[config.mk]
export PLATFORM = sky130hd
export DESIGN_NAME = mult_iterative_unit
export DESIGN_NICKNAME = d
export VERILOG_FILES = /design/src/rtl/mult_iterative_unit.sv
export SDC_FILE = /design/constraint.sdc
export NUM_CORES = 1
export LEC_CHECK = 0
export CAP_MARGIN = 10
export CORE_AREA = 4 4 128 179
export CTS_CLUSTER_DIAMETER = 50
export DETAILED_ROUTE_END_ITERATION = 6
export DIE_AREA = 0 0 132 183
export DONT_BUFFER_PORTS = 1
export PLACE_DENSITY = 0.78
export SYNTH_ARGS = -nofsm -noshare
export SYNTH_HDL_FRONTEND = slang
export SYNTH_SLANG_ARGS = --single-unit
[constraint.sdc]
create_clock -name clk -period 9.9 [get_ports clk]
set_clock_uncertainty 0.15 [all_clocks]
set_input_delay 2.97 -clock clk [delete_from_list [all_inputs] [get_ports clk]]
set_output_delay 2.97 -clock clk [all_outputs]
set_load 0.005 [all_outputs]
[src/rtl/mult_iterative_unit.sv]
// Iterative shift-add multiplier (MULT/MULTU) producing a 2*LENGTH-bit product in hi/lo.
// Optional macro MULT_ZERO_BYPASS_EN: a zero operand skips the iteration and finishes in one cycle.
module mult_iterative_unit #(
  parameter int LENGTH = 32
) (
  input  logic              clk,
  input  logic              rst,
  input  logic              enable,
  input  logic              start,
  input  logic              is_signed,
  input  logic [LENGTH-1:0] A,
  input  logic [LENGTH-1:0] B,
  output logic              busy,
  output logic              done,
  output logic [LENGTH-1:0] hi,
  output logic [LENGTH-1:0] lo
);

  localparam int CW = $clog2(LENGTH + 1);

  // Handshake: start is taken only in IDLE on an enabled edge; busy is high
  // whenever the unit is not IDLE; done is high for the single DONE cycle, and
  // hi/lo are valid from that cycle until the next DONE or reset. enable=0
  // freezes every register, so done stays high while stalled in DONE.
  typedef enum logic [1:0] {
    S_IDLE = 2'd0,
    S_RUN  = 2'd1,
    S_FIX  = 2'd2,
    S_DONE = 2'd3
  } state_e;

  state_e              state_q, state_d;
  logic [CW-1:0]       cnt_q, cnt_d;
  logic [2*LENGTH-1:0] acc_q, acc_d;
  logic [LENGTH-1:0]   mcand_q, mcand_d;
  logic [LENGTH-1:0]   mplier_q, mplier_d;
  logic                sign_q, sign_d;
  logic [LENGTH-1:0]   hi_q, hi_d;
  logic [LENGTH-1:0]   lo_q, lo_d;

  logic [LENGTH-1:0]   a_abs;
  logic [LENGTH-1:0]   b_abs;
  logic [LENGTH:0]     sum;
  logic [2*LENGTH-1:0] product;

  // Negating the most negative value yields the same bit pattern, which is
  // exactly its magnitude when read as unsigned.
  assign a_abs   = (is_signed && A[LENGTH-1]) ? -A : A;
  assign b_abs   = (is_signed && B[LENGTH-1]) ? -B : B;
  assign sum     = {1'b0, acc_q[2*LENGTH-1:LENGTH]} + (mplier_q[0] ? {1'b0, mcand_q} : '0);
  assign product = sign_q ? -acc_q : acc_q;

  always_comb begin
    state_d  = state_q;
    cnt_d    = cnt_q;
    acc_d    = acc_q;
    mcand_d  = mcand_q;
    mplier_d = mplier_q;
    sign_d   = sign_q;
    hi_d     = hi_q;
    lo_d     = lo_q;
    if (enable) begin
      case (state_q)
        S_IDLE: begin
          if (start) begin
            sign_d   = is_signed & (A[LENGTH-1] ^ B[LENGTH-1]);
            mcand_d  = a_abs;
            mplier_d = b_abs;
            acc_d    = '0;
            cnt_d    = CW'(LENGTH);
            state_d  = S_RUN;
`ifdef MULT_ZERO_BYPASS_EN
            if (A == '0 || B == '0) begin
              hi_d    = '0;
              lo_d    = '0;
              state_d = S_DONE;
            end
`endif
          end
        end
        S_RUN: begin
          // Carry from the upper-half add shifts into the top bit.
          acc_d    = {sum, acc_q[LENGTH-1:1]};
          mplier_d = mplier_q >> 1;
          cnt_d    = cnt_q - CW'(1);
          if (cnt_q == CW'(1)) begin
            state_d = S_FIX;
          end
        end
        S_FIX: begin
          hi_d    = product[2*LENGTH-1:LENGTH];
          lo_d    = product[LENGTH-1:0];
          state_d = S_DONE;
        end
        S_DONE: begin
          state_d = S_IDLE;
        end
        default: begin
          state_d = S_IDLE;
        end
      endcase
    end
  end

  always_ff @(posedge clk) begin
    if (rst) begin
      state_q  <= S_IDLE;
      cnt_q    <= '0;
      acc_q    <= '0;
      mcand_q  <= '0;
      mplier_q <= '0;
      sign_q   <= 1'b0;
      hi_q     <= '0;
      lo_q     <= '0;
    end else begin
      state_q  <= state_d;
      cnt_q    <= cnt_d;
      acc_q    <= acc_d;
      mcand_q  <= mcand_d;
      mplier_q <= mplier_d;
      sign_q   <= sign_d;
      hi_q     <= hi_d;
      lo_q     <= lo_d;
    end
  end

  assign busy = (state_q != S_IDLE);
  assign done = (state_q == S_DONE);
  assign hi   = hi_q;
  assign lo   = lo_q;

endmodule

### After elaboration in Yosys (flattened, before gate mapping)

Index checks and enable logic that the tools add are counted.

* equality and inequality tests: 6
* reductions and logical operators: 9
* add/subtract/negate cells: 5
* muxes and demuxes: 13
* bitwise logic cells: 2

Operators with widths (number)
* 32-bit 2-to-1 mux: 4
* 64-bit 2-to-1 mux: 2
* 64-bit case mux with 2 select lines: 1
* 32-bit negation: 2
* 64-bit negation: 1
* 32-bit case mux with 2 select lines: 1
* 32-bit by 32-bit adder with 33-bit output: 1
* 6-bit case mux with 2 select lines: 1
* 3-bit AND reduction: 3
* 2-bit case mux with 4 select lines: 1
* 6-bit by 1-bit == test with 1-bit output (second input constant): 1
* 6-bit 2-to-1 mux: 1
* 6-bit by 1-bit subtractor with 6-bit output (second input constant): 1
* 2-bit == test (second input constant): 2
* 2-bit 2-to-1 mux: 2
* 2-bit inequality test (second input constant): 2
* 2-bit nonzero test: 2
* 2-bit by 1-bit == test with 1-bit output (second input constant): 1
* 1-bit logical AND: 2
* 2-bit zero test: 1
* 2-bit AND reduction: 1
* 1-bit AND: 1
* 1-bit bitwise XOR: 1

* output and inout port bits: 66
* input bits: 69
* logic and storage cells: 43
* register bits: 201

### Depth between registers and ports, before layout

* depth after elaboration: 4
* mapped depth: 14
* mapped depth without buffers: 13

### Least setup slack after synthesis

Ideal clock, no wire load.

* kind: input-to-reg
* start: input B[12]
* end: register mplier_q[29]
* library setup time: 132 ps
* buffers on the path: 0
* path slack: 4313 ps
* required time: 9618 ps
* stages: 9
* data arrival time: 5305 ps
* path through: or4_1 or4_1 nor4_1 nand3_1 nor4_1 a21oi_1 xor2_1 o211ai_1 a21oi_1

* word-level cells in the longest chain between the ends: 4

RTL lines
* start, declared: RTL line 12 `input logic [LENGTH-1:0] B,`
* 32-bit negation: RTL line 49 `assign b_abs = (is_signed && B[LENGTH-1]) ? -B : B;`
* 32-bit 2-to-1 mux: RTL line 49
* 32-bit 2-to-1 mux: RTL line 65 `if (start) begin`
* 32-bit case mux with 2 select lines: RTL line 63 `case (state_q)`
* end signal, assigned: RTL line 120 `mplier_q <= mplier_d;`
* end, declared: RTL line 36 `logic [LENGTH-1:0] mplier_q, mplier_d;`

Every way passes these cells. The select of a mux whose other input is x is not followed.
A chain may end at the register's enable or synchronous reset.

### Worst setup path after layout

Same ends and word-level chain as after synthesis.

==> impl_metrics.ini <==
[outcome]
result_of_the_run = finished clean

[sta]
post-route-min-period_ps = 5490
worst_pin_slew_ps = 1130
setup-tns-final_ps = 0
finalHoldViolCount = 0
timing_max_transition_violations_final = 0
setup-violations-final = 0
rsz_0062_raised_after_global_routing = no
worst_slew_margin_rel = 0.248
fmaxAchievable_mhz = 182
hold-worst-slack_ps = 298
finalCritPeriodShare = 0.555

[worst_setup_path]
critPathRequiredTime_ps = 10130
worstPathArrival_ps = 5720
reg2reg_setup_slack_ps = 5740
timing.critical_path.fanout_max = 4
startpoint = B[12]
worst_setup_path_start_kind = input pin
r2r_start = acc_q[28]$_SDFFE_PP0P_
ff2ff_path_depth = 9
worst_r2r_endpoint = hi[17]$_SDFFE_PP0P_
crit_path_end = mplier_q[29]$_SDFFE_PP0P_
standard_cell_with_the_maximum_stage_delay_on_the_critical_path = sky130_fd_sc_hd__nor4_1
worstPathCellList = or4_1, or4_1, nor4_1, nand3_1, nor4_1, a21oi_1, xor2_1, o211ai_1, a21oi_1
criticalPathCategory = in2reg
worst_setup_path_end_kind = register
crit_path_max_incr_delay_ps = 590

[routing]
remaining_antenna_violation_count = 0
wirelength_um = 26500
drt-pass1-iter-count = 5
drt-vias-per-instance = 5.88
num_vias = 9868
route.detailed.drc = 0
drt_iter0_markers = 528
detail_route.wl_per_cell_um = 15.8

[clocking]
ctsResizeCount = 0
tritoncts_clock_tree = done
buffer_levels_on_the_longest_clock_path = 3
clock_insertion_delay_worst_skew_ps = 490
cts_made_buffers = 22
post-cts-setup-buffer-count = 0
clk_root_buffer_cell = sky130_fd_sc_hd__clkbuf_16
clk_pin_slew_ps = 60
cts_max_level = 1
cts_hold_buffers = 0
cts.sink_count = 201

[placed_design]
buffer_ports.inserted = 0
post_detail_place_hpwl_um = 18900
globalplace.congestion = 0.895

[logic_synthesis]
net_count_synth = 1580
synthesis.area_um2 = 11500
ys_ff_latch = 201
avgSynthCellArea_um2 = 7.86
netlist.top_cell.by_area = sky130_fd_sc_hd__dfxtp_1
yosys_warnings = 0
yosys.area.top_type_share = 0.348
synthTopCellsByArea = sky130_fd_sc_hd__dfxtp_1, sky130_fd_sc_hd__xor2_1, sky130_fd_sc_hd__a211oi_1
postSynth.asyncResetShare = 0
ys.flop_type = sky130_fd_sc_hd__dfxtp_1
synth_seq_area_share = 0.348
number_of_enable_flip_flop_cells_after_synthesis = 0
synthesized_instance_count = 1469
synth.lib_cells_used.distinct = 56

[die]
std_cell_rows = 63
die_height_um = 183
core_area_um2 = 21200
design.die.area_um2 = 24200
initial_utilization = 0.545
chipWidth_um = 132
ios = 135

[global_route]
grt_pass1_vias = 9210
grt_max_degree = 181
globalRoute.totalOverflow = 0
grt.total_usage = 0.211
grt_pass1_wl_um = 44400
antenna_found_initial = 0

[final_layout]
diode_insertion_count_for_antenna_repair = 0
layout-drive-gt1-share = 0.0508
layout_commonest_cell = sky130_fd_sc_hd__dfxtp_1
commonest_cells_after_routing_fill_and_taps_aside = sky130_fd_sc_hd__dfxtp_1, sky130_fd_sc_hd__nand2_1, sky130_fd_sc_hd__nor2_1
finish.utilization = 0.581
area_delta_synth_final_pct = 6.76
finish.net_count = 1514

[run]
timing.max_cap.violations = 0

[power]
worst_ir_drop_on_vdd_uv = 112
total_leakage_power_uw = 0.00454
cellPowerDensity_nw_per_um2 = 152

[worst_hold_path]
worst_hold_path_type = reg2reg
==> layer usage <==
metal,routed length (um),track usage
met1,11600,0.269
met3,1710,0.0412
met2,12600,0.370
met4,484,0.0504
met5,0,0
==> through the flow <==
stage / total power, uW / cells / cell area [um2] / worst slack [ps]
after floorplan: 1050 / 1469 / 11500 / 4310
after global placement: 1070 / 1639 / 11600 / 4060
after detailed placement: 1070 / 1639 / 11600 / 3970
after CTS: 1900 / 1677 / 12300 / 4480
after global routing: 1960 / 1677 / 12300 / 4300
final: 1880 / 1677 / 12300 / 4410
==> kinds of logic after synthesis <==
family | share of synthesized area
adders and majority gates | 0.0462
AOI/OAI and AO/OA | 0.241
DFF | 0.348
and+or+nand+nor | 0.206
buffers and inverters | 0.0418
muxes | 0.00531
xor gates and xnor gates | 0.111
==> worst min path at each step <==
stage                                    from                        end  slack (ps)  cells past startpoint
floorplan           mplier_q[23]$_SDFFE_PP0P_  mplier_q[23]$_SDFFE_PP0P_         280                      2
global placement    mplier_q[23]$_SDFFE_PP0P_  mplier_q[23]$_SDFFE_PP0P_         280                      2
detailed placement  mplier_q[26]$_SDFFE_PP0P_  mplier_q[26]$_SDFFE_PP0P_         290                      2
CTS                  mcand_q[31]$_SDFFE_PP0P_   mcand_q[31]$_SDFFE_PP0P_         300                      2
global route         mplier_q[6]$_SDFFE_PP0P_   mplier_q[6]$_SDFFE_PP0P_         320                      2
finish               mcand_q[31]$_SDFFE_PP0P_   mcand_q[31]$_SDFFE_PP0P_         300                      2
==> registers in the layout, summed over array words and instances (netlist names) <==
signal	count
acc_q	64
cnt_q	6
hi	32
lo	32
mcand_q	32
mplier_q	32
sign_q	1
state_q	2
==> Yosys cell counts (4+ instances only) <==
master,count
sky130_fd_sc_hd__buf_1,11
sky130_fd_sc_hd__o21ai_0,83
sky130_fd_sc_hd__o31ai_2,6
sky130_fd_sc_hd__nor2_1,166
sky130_fd_sc_hd__ha_1,41
sky130_fd_sc_hd__xor2_1,97
sky130_fd_sc_hd__a22o_1,19
sky130_fd_sc_hd__a21oi_1,123
sky130_fd_sc_hd__clkbuf_1,87
sky130_fd_sc_hd__or2_2,4
sky130_fd_sc_hd__a211oi_1,92
sky130_fd_sc_hd__nand2b_1,11
sky130_fd_sc_hd__mux2i_1,5
sky130_fd_sc_hd__nand4_1,7
sky130_fd_sc_hd__nand2_1,171
sky130_fd_sc_hd__o31ai_1,29
sky130_fd_sc_hd__a311oi_1,5
sky130_fd_sc_hd__o21ai_1,7
sky130_fd_sc_hd__inv_1,28
sky130_fd_sc_hd__or3_1,22
sky130_fd_sc_hd__a31oi_1,10
sky130_fd_sc_hd__and2_1,36
sky130_fd_sc_hd__nor4_1,10
sky130_fd_sc_hd__o41ai_1,10
sky130_fd_sc_hd__or4_1,19
sky130_fd_sc_hd__nand3_1,48
sky130_fd_sc_hd__xnor2_1,50
sky130_fd_sc_hd__o211ai_1,11
sky130_fd_sc_hd__dfxtp_1,201
sky130_fd_sc_hd__nor3_1,11
sky130_fd_sc_hd__a21o_1,9
==> worst max-delay path, delay by kind of cell <==
kind	cells	cell delay, ps
simple gates	5	2210
compound gates	3	380
xor+xnor	1	160
==> final cells by class <==
type                            instances  area [um2]
Timing Repair Buffer                   10        75.1
Clock inverter                         10         119
Multi-Input combinational cell       1140        7060
Inverter                               28         105
Clock buffer                           28         624
Fill cell                            1922        8870
Tap cell                              260         325
Sequential cell                       201        4030
==> where the power goes <==
group	leakage [uW]	switching (uW)	internal, uW
registers	0.00163	27.1	846
logic	0.00253	111	71.7
clock network	0.000371	322	500
Note: power is estimated with default switching activity, not from simulation.
